**src/rtl/instr_fetch.sv**
```systemverilog
// Instruction-fetch stage: owns the PC, keeps at most one read outstanding to
// instruction memory and buffers returned words in a 2-entry FIFO for the decoder.
module instr_fetch #(
  parameter int                ADDR_W   = 32,
  parameter logic [ADDR_W-1:0] RESET_PC = '0
) (
  input  logic              clk,
  input  logic              rst,
  output logic              imem_req,
  output logic [ADDR_W-1:0] imem_addr,
  input  logic              imem_ack,
  input  logic [31:0]       imem_rdata,
  input  logic              stall_if,
  input  logic              branch_valid,
  input  logic [ADDR_W-1:0] branch_target,
  output logic [31:0]       instruction,
  output logic              instr_valid,
  output logic [ADDR_W-1:0] instr_pc
);

  typedef enum logic [1:0] {
    FETCH = 2'd0,
    WAIT  = 2'd1,
    DROP  = 2'd2
  } state_t;

  state_t            state_reg, state_next;
  logic [ADDR_W-1:0] pc_reg, pc_next;
  logic [ADDR_W-1:0] req_pc_reg;

  logic [ADDR_W-1:0] fifo_pc   [2];
  logic [31:0]       fifo_data [2];
  logic              rd_ptr_reg, wr_ptr_reg;
  logic [1:0]        count_reg;

  logic       push, pop, issue;
  logic [1:0] occ_after;

  // A redirect discards both the buffered words and any word landing this cycle.
  always_comb begin
    pop       = (count_reg != 2'd0) && !stall_if && !branch_valid;
    push      = (state_reg == WAIT) && imem_ack && !branch_valid;
    occ_after = count_reg + 2'(push) - 2'(pop);
    issue     = !rst && !branch_valid && (occ_after <= 2'd1) &&
                ((state_reg == FETCH) || ((state_reg == WAIT) && imem_ack));
  end

  always_comb begin
    state_next = state_reg;
    pc_next    = pc_reg;
    if (branch_valid) begin
      pc_next    = branch_target & ~ADDR_W'(3);
      state_next = ((state_reg != FETCH) && !imem_ack) ? DROP : FETCH;
    end else begin
      if (issue) begin
        pc_next    = pc_reg + ADDR_W'(4);
        state_next = WAIT;
      end else if (imem_ack && (state_reg != FETCH)) begin
        state_next = FETCH;
      end
    end
  end

  always_ff @(posedge clk) begin
    if (rst) begin
      state_reg  <= FETCH;
      pc_reg     <= RESET_PC;
      req_pc_reg <= '0;
    end else begin
      state_reg <= state_next;
      pc_reg    <= pc_next;
      if (issue) begin
        req_pc_reg <= pc_reg;
      end
    end
  end

  // Issue is only allowed when post-cycle occupancy is <=1, so a push never
  // lands in a full FIFO.
  always_ff @(posedge clk) begin
    if (rst) begin
      rd_ptr_reg <= 1'b0;
      wr_ptr_reg <= 1'b0;
      count_reg  <= 2'd0;
      for (int i = 0; i < 2; i++) begin
        fifo_pc[i]   <= '0;
        fifo_data[i] <= '0;
      end
    end else if (branch_valid) begin
      rd_ptr_reg <= 1'b0;
      wr_ptr_reg <= 1'b0;
      count_reg  <= 2'd0;
    end else begin
      if (push) begin
        fifo_pc[wr_ptr_reg]   <= req_pc_reg;
        fifo_data[wr_ptr_reg] <= imem_rdata;
        wr_ptr_reg            <= ~wr_ptr_reg;
      end
      if (pop) begin
        rd_ptr_reg <= ~rd_ptr_reg;
      end
      count_reg <= occ_after;
    end
  end

  assign imem_req    = issue;
  assign imem_addr   = pc_reg;
  assign instr_valid = (count_reg != 2'd0);
  assign instruction = fifo_data[rd_ptr_reg];
  assign instr_pc    = fifo_pc[rd_ptr_reg];

endmodule

```
**config.mk**
```make
export PLATFORM = sky130hd
export DESIGN_NAME = instr_fetch
export DESIGN_NICKNAME = d
export VERILOG_FILES = /design/src/rtl/instr_fetch.sv
export SDC_FILE = /design/constraint.sdc
export NUM_CORES = 1
export LEC_CHECK = 0
export BUFFER_PORTS_ARGS = -buffer_cell sky130_fd_sc_hd__buf_2
export CAP_MARGIN = 10
export CORE_AREA = 5 5 151 153
export DETAILED_ROUTE_END_ITERATION = 8
export DIE_AREA = 0 0 156 158
export HOLD_SLACK_MARGIN = 0.02
export SLEW_MARGIN = 20
export SYNTH_ARGS = -nofsm -noshare
export SYNTH_HDL_FRONTEND = slang
export SYNTH_SLANG_ARGS = --single-unit
```
**constraint.sdc**
```tcl
create_clock -name clk -period 4.8 [get_ports clk]
set_input_delay 0.24 -clock clk [delete_from_list [all_inputs] [get_ports clk]]
set_output_delay 0.24 -clock clk [all_outputs]
set_load 0.01 [all_outputs]
```
==> results of run 1 <==
-- synthesized netlist by cell type (7+ instances only) --
| library cell | count | share of area [%] |
|---|---|---|
| sky130_fd_sc_hd__edfxtp_1 | 124 | 45 |
| sky130_fd_sc_hd__and2_1 | 126 | 9.5 |
| sky130_fd_sc_hd__nand4_1 | 9 | 0.68 |
| sky130_fd_sc_hd__inv_1 | 8 | 0.36 |
| sky130_fd_sc_hd__nor4_1 | 7 | 0.53 |
| sky130_fd_sc_hd__a21oi_1 | 36 | 2.2 |
| sky130_fd_sc_hd__dfxtp_1 | 67 | 16 |
| sky130_fd_sc_hd__clkbuf_1 | 38 | 1.7 |
| sky130_fd_sc_hd__nand2_1 | 79 | 3.6 |
| sky130_fd_sc_hd__mux2_2 | 62 | 8.4 |
| sky130_fd_sc_hd__nor3_1 | 9 | 0.54 |
| sky130_fd_sc_hd__a211oi_1 | 18 | 1.6 |
| sky130_fd_sc_hd__nand3_1 | 9 | 0.54 |
| sky130_fd_sc_hd__xnor2_1 | 17 | 1.8 |
| sky130_fd_sc_hd__nor2_1 | 30 | 1.4 |
| sky130_fd_sc_hd__xor2_1 | 10 | 1.1 |
-- cell families (layout without fill, tap and decap cells) --
family | Yosys count | in the layout | synth area share [%]
XOR/XNOR | 28 | 28 | 3.15
adder cells (fa/ha/maj) | 3 | 3 | 0.452
buffers and inverters | 56 | 209 | 2.78
AO/OA/AOI/OAI | 69 | 69 | 5.03
flip-flops | 191 | 191 | 60.9
AND/OR/NAND/NOR | 297 | 297 | 19.2
other | 1 | 4 | 0.0451
multiplexers | 62 | 62 | 8.40
-- power groups by stage --
stage / Clock [mW] / Combinational, mW / Sequential [mW]
floorplan: 0 / 0.132 / 1.89
global placement: 0 / 0.245 / 1.90
detailed placement: 0 / 0.245 / 1.90
CTS: 1.44 / 0.248 / 1.86
global route: 1.52 / 0.270 / 1.87
finish: 1.40 / 0.242 / 1.86
-- layout make-up --
cell class / instances / area (um2)
multi-input combinational: 463 / 3050
clock buffer: 20 / 468
sequential: 191 / 5070
inverter: 9 / 33.8
clock inverter: 12 / 119
fill: 2030 / 11500
timing repair buffer: 168 / 863
tap: 280 / 350
-- through the flow --
stage | total power, mW | utilization [%]
3_3_place_gp | 2.14 | 43.7
5_1_grt | 3.66 | 46.5
3_5_place_dp | 2.14 | 43.7
6_report | 3.50 | 46.5
4_1_cts | 3.55 | 46.5
2_1_floorplan | 2.02 | -
-- what timing repair did --
item	4_1_cts	5_1_grt
buffers inserted	0	0
gates resized for setup	0	0
hold endpoints to repair	1	0
hold buffers	1	0
-- worst min-delay path: cells and delay by family --
family / cells / cell delay (ns)
AOI/OAI and AO/OA: 1 / 0.05
and+or+nand+nor: 1 / 0.06
buffers and inverters: 1 / 0.11
-- layer usage --
metal | vias up | track usage [%] | wire length [um]
met1 | 2632 | 21.3 | 8710
met5 | - | 0 | 0
li1 | 2752 | - | -
met4 | 0 | 4.79 | 252
met3 | 22 | 3.61 | 1140
met2 | 156 | 25.6 | 8950
-- final timing paths --
check,end,slack (ns),cells past startpoint
setup / recovery,imem_req,0.46,13
hold / removal,imem_addr[6],0.07,3
setup reg to reg,req_pc_reg[17],1.03,12
hold reg to reg,req_pc_reg[8],0.46,2
==> impl.org, run 1 <==
** Critical path
- The worst setup path is of the in2out kind.
- On the worst path, the slowest cell contributes a delay of 0.58 ns.
- On the critical path the largest part of the delay comes from buffers and inverters.
- STA puts the critical path data required time at 4.56 ns.
- CP endpoint kind :: output port
- First element of the critical path :: imem_ack
- On the critical path, the stage with the largest delay is an instance of sky130_fd_sc_hd__or2_2.
- In this run the critical register-to-register path is launched from state_reg[1].
- Data on the critical path arrives at its endpoint at 4.10 ns.
- Max Fanout on Critical Path :: 31
- Worst path bufs/invs :: 6
- STA classifies the critical path startpoint as an input pin.
- The signal on the critical path passes through dlygate4sd3_1 -> buf_2 -> nand3b_1 -> nand2b_1 -> ha_1 -> inv_1 -> ha_1 -> xor3_2 -> or3_1 -> or2_2 -> inv_1 -> buf_4 -> buf_2.

** Clock network
- TritonCTS built the clock tree.
- Clock latency on the worst-skew pair, taken at its later pin, is 0.43 ns.
- The root buffer cell chosen for the clock tree is sky130_fd_sc_hd__clkbuf_16.
- After clock tree synthesis, the clock-pin slew on the worst setup and hold paths is 0.07 ns.
- H-tree level count :: 4
- In this run, CTS created clock tree buffers numbering 17.
- The clock passes through at most 2 buffers.
- Clk sink count :: 191

** Pwr
- Switching power as a share of total power :: 23.4%
- Sequential cells account for 53.1% of the total power.
- Comb power frac :: 6.9%
- Reported leakage power :: 3.92 nW
- Across the VDD grid, the largest voltage drop is 0.223 mV.
- Cell internal power was estimated by the tool at 2.69 mW.
- The analysis attributes to net switching a power of 0.818 mW.
- In this run, the clock network consumes 40.0% of the power.
- In this run the power density over the cells is 352 nW/um2.

** Synth
- Number of warning messages in the yosys log :: 0
- Each instance of the synthesized netlist takes up on average 11.8 um2.
- The synthesized design contains 191 register bits.
- Counting distinct cell types in the post-synthesis netlist gives 40.
- Sequential cells were found to cover 60.9% of the synthesized design area.
- Post-synth EDFFs :: 124
- The cell count after synthesis came out at 707.
- Combined area of all synthesized cells :: 8310 um2
- Most used DFF post-synth :: sky130_fd_sc_hd__edfxtp_1
- Synth async-reset ratio :: 0%

** Flow run
- Count of max-cap constraint violations :: 0

** Cells and area
- Largest register FFs :: 64
- Once layout is done, the placed cells without fillers occupy 9950 um2.
- In the final layout, the share of cells above drive strength 1 is 31.7%.
- Layout overhead on the synthesized area :: 19.8%
- Non-filler cells, final :: 1,143
- After the last flow step, the layout net total stands at 922.
- Most frequent cells in the layout :: sky130_fd_sc_hd__buf_2 (160), sky130_fd_sc_hd__and2_1 (126), sky130_fd_sc_hd__edfxtp_1 (124)
- Most common library cell in the layout ignoring fill and taps :: sky130_fd_sc_hd__buf_2
- fifo_data holds more flip-flops than any other register.
- Top Registers :: fifo_data x64, fifo_pc x60
- Diode insertion count for antenna repair :: 0

** Floorplanning
- IO Count :: 167
- Die Outline Area :: 24,600 um2
- Starting Density :: 38.8%
- Width of the die :: 156 um
- In this run the standard cell core region covers 21,400 um2.
- In this run the core area contains 54 standard-cell rows.
- Die height :: 158 um

** Detailed routing
- After detailed routing, the average wire length per cell comes to 16.7 um.
- Routed vias/inst :: 4.87
- Detailed Routing Iterations Pass 1 :: 4
- Number of antenna-violating nets in the routed design :: 0
- Drc violations :: 0
- After the first detailed-routing iteration, the DRC count stood at 304.
- Total wire length :: 19,100 um
- Detailed-route via count :: 5,562

** Timing
- After routing, the total negative slack on setup checks comes to 0 ns.
- Pin slew with the least headroom to its limit :: 0.976 ns
- F_max :: 231 MHz
- After layout, the minimum clock period comes to 4.34 ns.
- Measured against its own limit, the worst slew margin works out to 34.9%.
- The clock arrives with 0.0115 ns of skew.
- Final worst slack :: 0.465 ns
- Fin. Hold Viols :: 0
- Setup repair after global routing left no endpoint under its margin.
- Final Slew Violations :: 0
- Of the available clock period, the critical path in the final layout requires 90.3%.
- Setup violations remaining at the end of the flow were counted as 0.
- Worst hold slack :: 0.0700 ns

** Placed design
- Pre-CTS setup slack :: 0.881 ns
- Number of buffers added on ports :: 160
- Routability-driven placement finished with a final weighted congestion of 0.790.
- Once placement finished, the instance area stood at 9360 um2.
- HPWL Detailed :: 12,000 um
- Number of cells after detailed placement :: 1,110

** Min path
- The worst hold path begins at branch_target[6].
- The worst hold path belongs to the class in2reg.

** Global route
- Grt total ovfl :: 0
- First-pass GRT wire length :: 30,600 um
- Largest net degree at the start of global routing :: 65
- The via count of the first global-routing pass was 5,576.
- GRT Util Overall :: 15.8%
- The number of antenna violations at the first check in global routing came to 0.

** Status
- The flow ran to the end, and the final reports show no timing, DRC or antenna violations.
(Power assumes the default switching activity.)
==> inputs of run 2 (changes only) <==
- ABC_AREA: unset -> 1
- CORE_AREA: 5 5 151 153 -> 5 5 155 157
- DIE_AREA: 0 0 156 158 -> 0 0 160 162
==> run 2 against run 1 <==
  * Flip-flop and latch count did not move
  * Combinational power is 26% higher
  * Worst setup slack improved by 1.2 ns
  * Critical path depth did not move
  * Register-to-register slack better by 0.60 ns
  * Fmax up 37%
  * Critical endpoint is now imem_addr[25]
  * Highest routed layer unchanged
==> impl.org, run 2 <==
** Synth
- Most used standard cells in the synthesized netlist :: sky130_fd_sc_hd__nor2_1 (173), sky130_fd_sc_hd__nand2_1 (152), sky130_fd_sc_hd__edfxtp_1 (124)
- The synthesized design contains 124 enable-type register cells.
- In the synthesized netlist, the number of instances is 939.
- Cell variety after synth :: 36
- Sequential share of the synthesized area :: 57.0%
- The synthesized netlist occupies a cell area of 8880 um2.
- After synthesis, the mean cell area works out to 9.46 um2.
- FF+latch count, synth :: 191
- After synthesis, the largest area contributor takes up 41.9% of total cell area.
- Synth async-reset ratio :: 0%
- Number of warning messages in the yosys log :: 0
- By area the synthesized netlist is led by sky130_fd_sc_hd__edfxtp_1 (42%), sky130_fd_sc_hd__dfxtp_1 (15%), sky130_fd_sc_hd__mux2_2 (7.9%), sky130_fd_sc_hd__nor2_1 (7.3%), sky130_fd_sc_hd__nand2_1 (6.4%).
- In the synthesized netlist the dominant register cell turns out to be sky130_fd_sc_hd__edfxtp_1.
- The biggest area contributor in the post-synthesis netlist is sky130_fd_sc_hd__edfxtp_1.
- sky130_fd_sc_hd__nor2_1 is the most common cell in the netlist.

** Detailed routing
- The routed layout has 6,547 vias.
- Summed over all layers, the routed wires come to 20,300 um.
- For this run, design rule violations remaining after detail routing come to 0.
- Routed vias/inst :: 4.74
- In this run, the number of DRC markers left after iteration 0 of detailed routing was 379.
- The first detailed-routing pass took 4 iterations.
- Number of antenna-violating nets in the routed design :: 0
- Dividing the detail-routed wire length by the instance count gives 14.7 um.

** Global route
- Antenna violations before repair :: 0
- Number of global-route vias before repair :: 6,405
- First-pass GRT wire length :: 33,300 um
- Entering global routing, the biggest net connects 63 pins.
- GRT Util Overall :: 15.9%
- Grt total ovfl :: 0

** Cells and area
- After the last flow step, the layout net total stands at 1,156.
- The library cells used most frequently in the layout, excluding fill and tap cells, are sky130_fd_sc_hd__nor2_1 (173), sky130_fd_sc_hd__buf_2 (160), sky130_fd_sc_hd__nand2_1 (150).
- After the flow finishes, the layout carries non-filler instances totaling 1,382.
- Layout overhead on the synthesized area :: 18.4%
- Final-layout fill cell count :: 2,179
- 0 antenna diodes ended up in the layout.
- Final core utilization :: 47.0%
- The register with the most flip-flops in the layout has 64 of them.
- The post-route netlist has 26.7% of its cells at a drive strength greater than 1.
- The largest registers in the layout are fifo_data x64, fifo_pc x60.
- After routing the design area is 10,500 um2.
- The library cell used most frequently in the layout, excluding fill and tap cells, is sky130_fd_sc_hd__nor2_1.
- fifo_data holds more flip-flops than any other register.

** Timing
- The routed design could run at a clock period as short as 3.17 ns.
- The number of pins exceeding their max-slew limit in the final report is 0.
- The number of hold-slack violations in the final timing report is 0.
- For the pin with the worst max-slew slack, the measured transition is 0.971 ns.
- Setup repair after global routing missed its margin :: no
- F_max :: 315 MHz
- Measured against its own limit, the worst slew margin works out to 35.2%.
- After routing, the total negative slack on setup checks comes to 0 ns.
- Final count of negative-setup-slack endpoints :: 0
- Across the routed clock network, the largest skew measured is 0.0102 ns.
- Dividing the final minimum period by the clock period gives 66.1%.

** Critical path
- Origin of the critical flop-to-flop path :: state_reg[0]
- Among all stages on the critical path, the largest delay is contributed by sky130_fd_sc_hd__nand3_2.
- The critical path goes through inv_1 -> nor3_1 -> nand2_1 -> ha_1 -> inv_1 -> ha_1 -> nand3_1 -> nand3_2 -> buf_12 -> nand3_1 -> nand2_1 -> inv_1 -> a21oi_2.
- Critical path arrival :: 3.45 ns
- Cell with the most instances on the worst path :: sky130_fd_sc_hd__inv_1
- Crit path largest cell delay :: 0.71 ns
- Crit path launch type :: register
- The critical path starts at state_reg[0].
- CP endpoint kind :: register
- Critical path class :: reg2reg
- STA puts the critical path data required time at 5.08 ns.
- Max Fanout on Critical Path :: 46

** Clock network
- CTS saw 191 sinks.
- Num CTS Buffers :: 17
- TritonCTS built the clock tree.
- Clk Latency, worst-skew pair :: 0.42 ns
- After clock tree synthesis, the clock-pin slew on the worst setup and hold paths is 0.07 ns.
- Hold repair after CTS inserted 0 buffers.
- The H-tree was split into 4 levels.
- Buffers added to address setup during post-CTS repair amount to 0.
- Number of cells upsized or downsized after cts :: 0
- Clock Tree Root :: sky130_fd_sc_hd__clkbuf_16
- Maximum clock path buffer count :: 2

** Min path
- The tightest min-delay check is of the in2reg type.
- Critical hold path startpoint :: branch_target[4]

** Floorplanning
- During I/O placement, the number of pins put on the boundary was 167.
- Die height :: 162 um
- Starting Density :: 39.7%
- Width of the die :: 160 um
- Die Outline Area :: 25,900 um2
- Standard cell core area :: 22,400 um2
- The floorplan has 55 rows.

** Placed design
- Area of placed instances :: 9900 um2
- Counting tap cells, the placed design contains a total of 1,350 instances.
- Once detailed placement completed, the half-perimeter wirelength came to 13,500 um.
- The count of buffers added on input and output ports is 160.
- Routability-driven placement congestion ratio :: 0.809

** Pwr
- Comb power frac :: 8.4%
- Net switching is 23.3% of the power.
- Power density over cell area :: 344 nW/um2
- Reported leakage power :: 4.44 nW
- Design internal power :: 2.77 mW
- Worst IR drop on VDD :: 0.273 mV
- Per report_power, the sequential group accounts for 51.6% of the total.
- Switching Power :: 0.843 mW
- The completed layout was analyzed and its total power is 3.62 mW.
- The clock network accounts for 40.0% of the total power.

** Flow run
- The tool flagged a number of max-cap violations equal to 0.

** Status
- The flow ran to the end, and the final reports show no timing, DRC or antenna violations.
==> run 2: changes by cell type after synthesis, moves of 17 or more <==
cell | previous run | this run
sky130_fd_sc_hd__a211oi_1 | 18 | 1
sky130_fd_sc_hd__and2_1 | 126 | 2
sky130_fd_sc_hd__inv_1 | 8 | 120
sky130_fd_sc_hd__nand2_1 | 79 | 152
sky130_fd_sc_hd__nand3_1 | 9 | 55
sky130_fd_sc_hd__nor2_1 | 30 | 173
sky130_fd_sc_hd__o21ai_0 | 5 | 32
==> run 2: cells by family after synthesis <==
kind of cell	after synthesis	share of synthesized area [%]
AO/OA/AOI/OAI	100	6.27
AND/OR/NAND/NOR	404	19.4
other	1	0.0422
multiplexers	62	7.86
XOR/XNOR	9	0.888
flip-flops	191	57.0
adder cells (fa/ha/maj)	3	0.423
buffers and inverters	169	8.07
==> run 2: power by group through the flow <==
stage / clock (mW) / sequential, mW / combinational (mW)
CTS: 1.48 / 1.87 / 0.311
global route: 1.55 / 1.88 / 0.344
floorplan: 0 / 1.90 / 0.192
detailed placement: 0 / 1.90 / 0.309
finish: 1.44 / 1.87 / 0.305
global placement: 0 / 1.90 / 0.306
==> run 2: stage by stage <==
step / hold WS (ns) / worst slack, ns
2_1_floorplan: 0.407 / 1.90
3_3_place_gp: 0.462 / 1.62
3_5_place_dp: 0.465 / 1.62
4_1_cts: 0.0779 / 1.62
5_1_grt: 0.108 / 1.24
6_report: 0.102 / 1.63
==> run 2: path summary, 6_finish.rpt <==
| check | to | slack [ns] | depth (start not counted) |
|---|---|---|---|
| max | imem_addr[25] | 1.63 | 13 |
| min | imem_addr[4] | 0.10 | 3 |
| max reg2reg | imem_addr[25] | 1.63 | 13 |
| min reg2reg | req_pc_reg[21] | 0.48 | 2 |
==> run 2: layout make-up <==
class	instances	area [um2]	area share [%]
Clock buffer	21	483	4.59
Clock inverter	11	125	1.19
Inverter	123	462	4.39
Multi-Input combinational cell	582	3110	29.6
Sequential cell	191	5070	48.2
Tap cell	285	357	3.39
Timing Repair Buffer	169	906	8.62
==> run 2: worst max-delay path: cells and delay by family (launching register included) <==
kind / cells / cell delay, ns
buffers and inverters: 4 / 0.62
adders and majority gates: 2 / 0.49
and+or+nand+nor: 6 / 1.55
DFF: 1 / 0.31
AOI/OAI and AO/OA: 1 / 0.04
==> run 2: per-layer routing <==
metal  share of wire (%)  wire length, um  vias up  GRT usage [%]
li1                    -                -     3342              -
met5                   0                0        -              0
met1                  48             9700     3028           21.6
met4                 1.2              242        0           4.42
met2                  47             9460      160           25.9
met3                 4.4              893       17           3.25
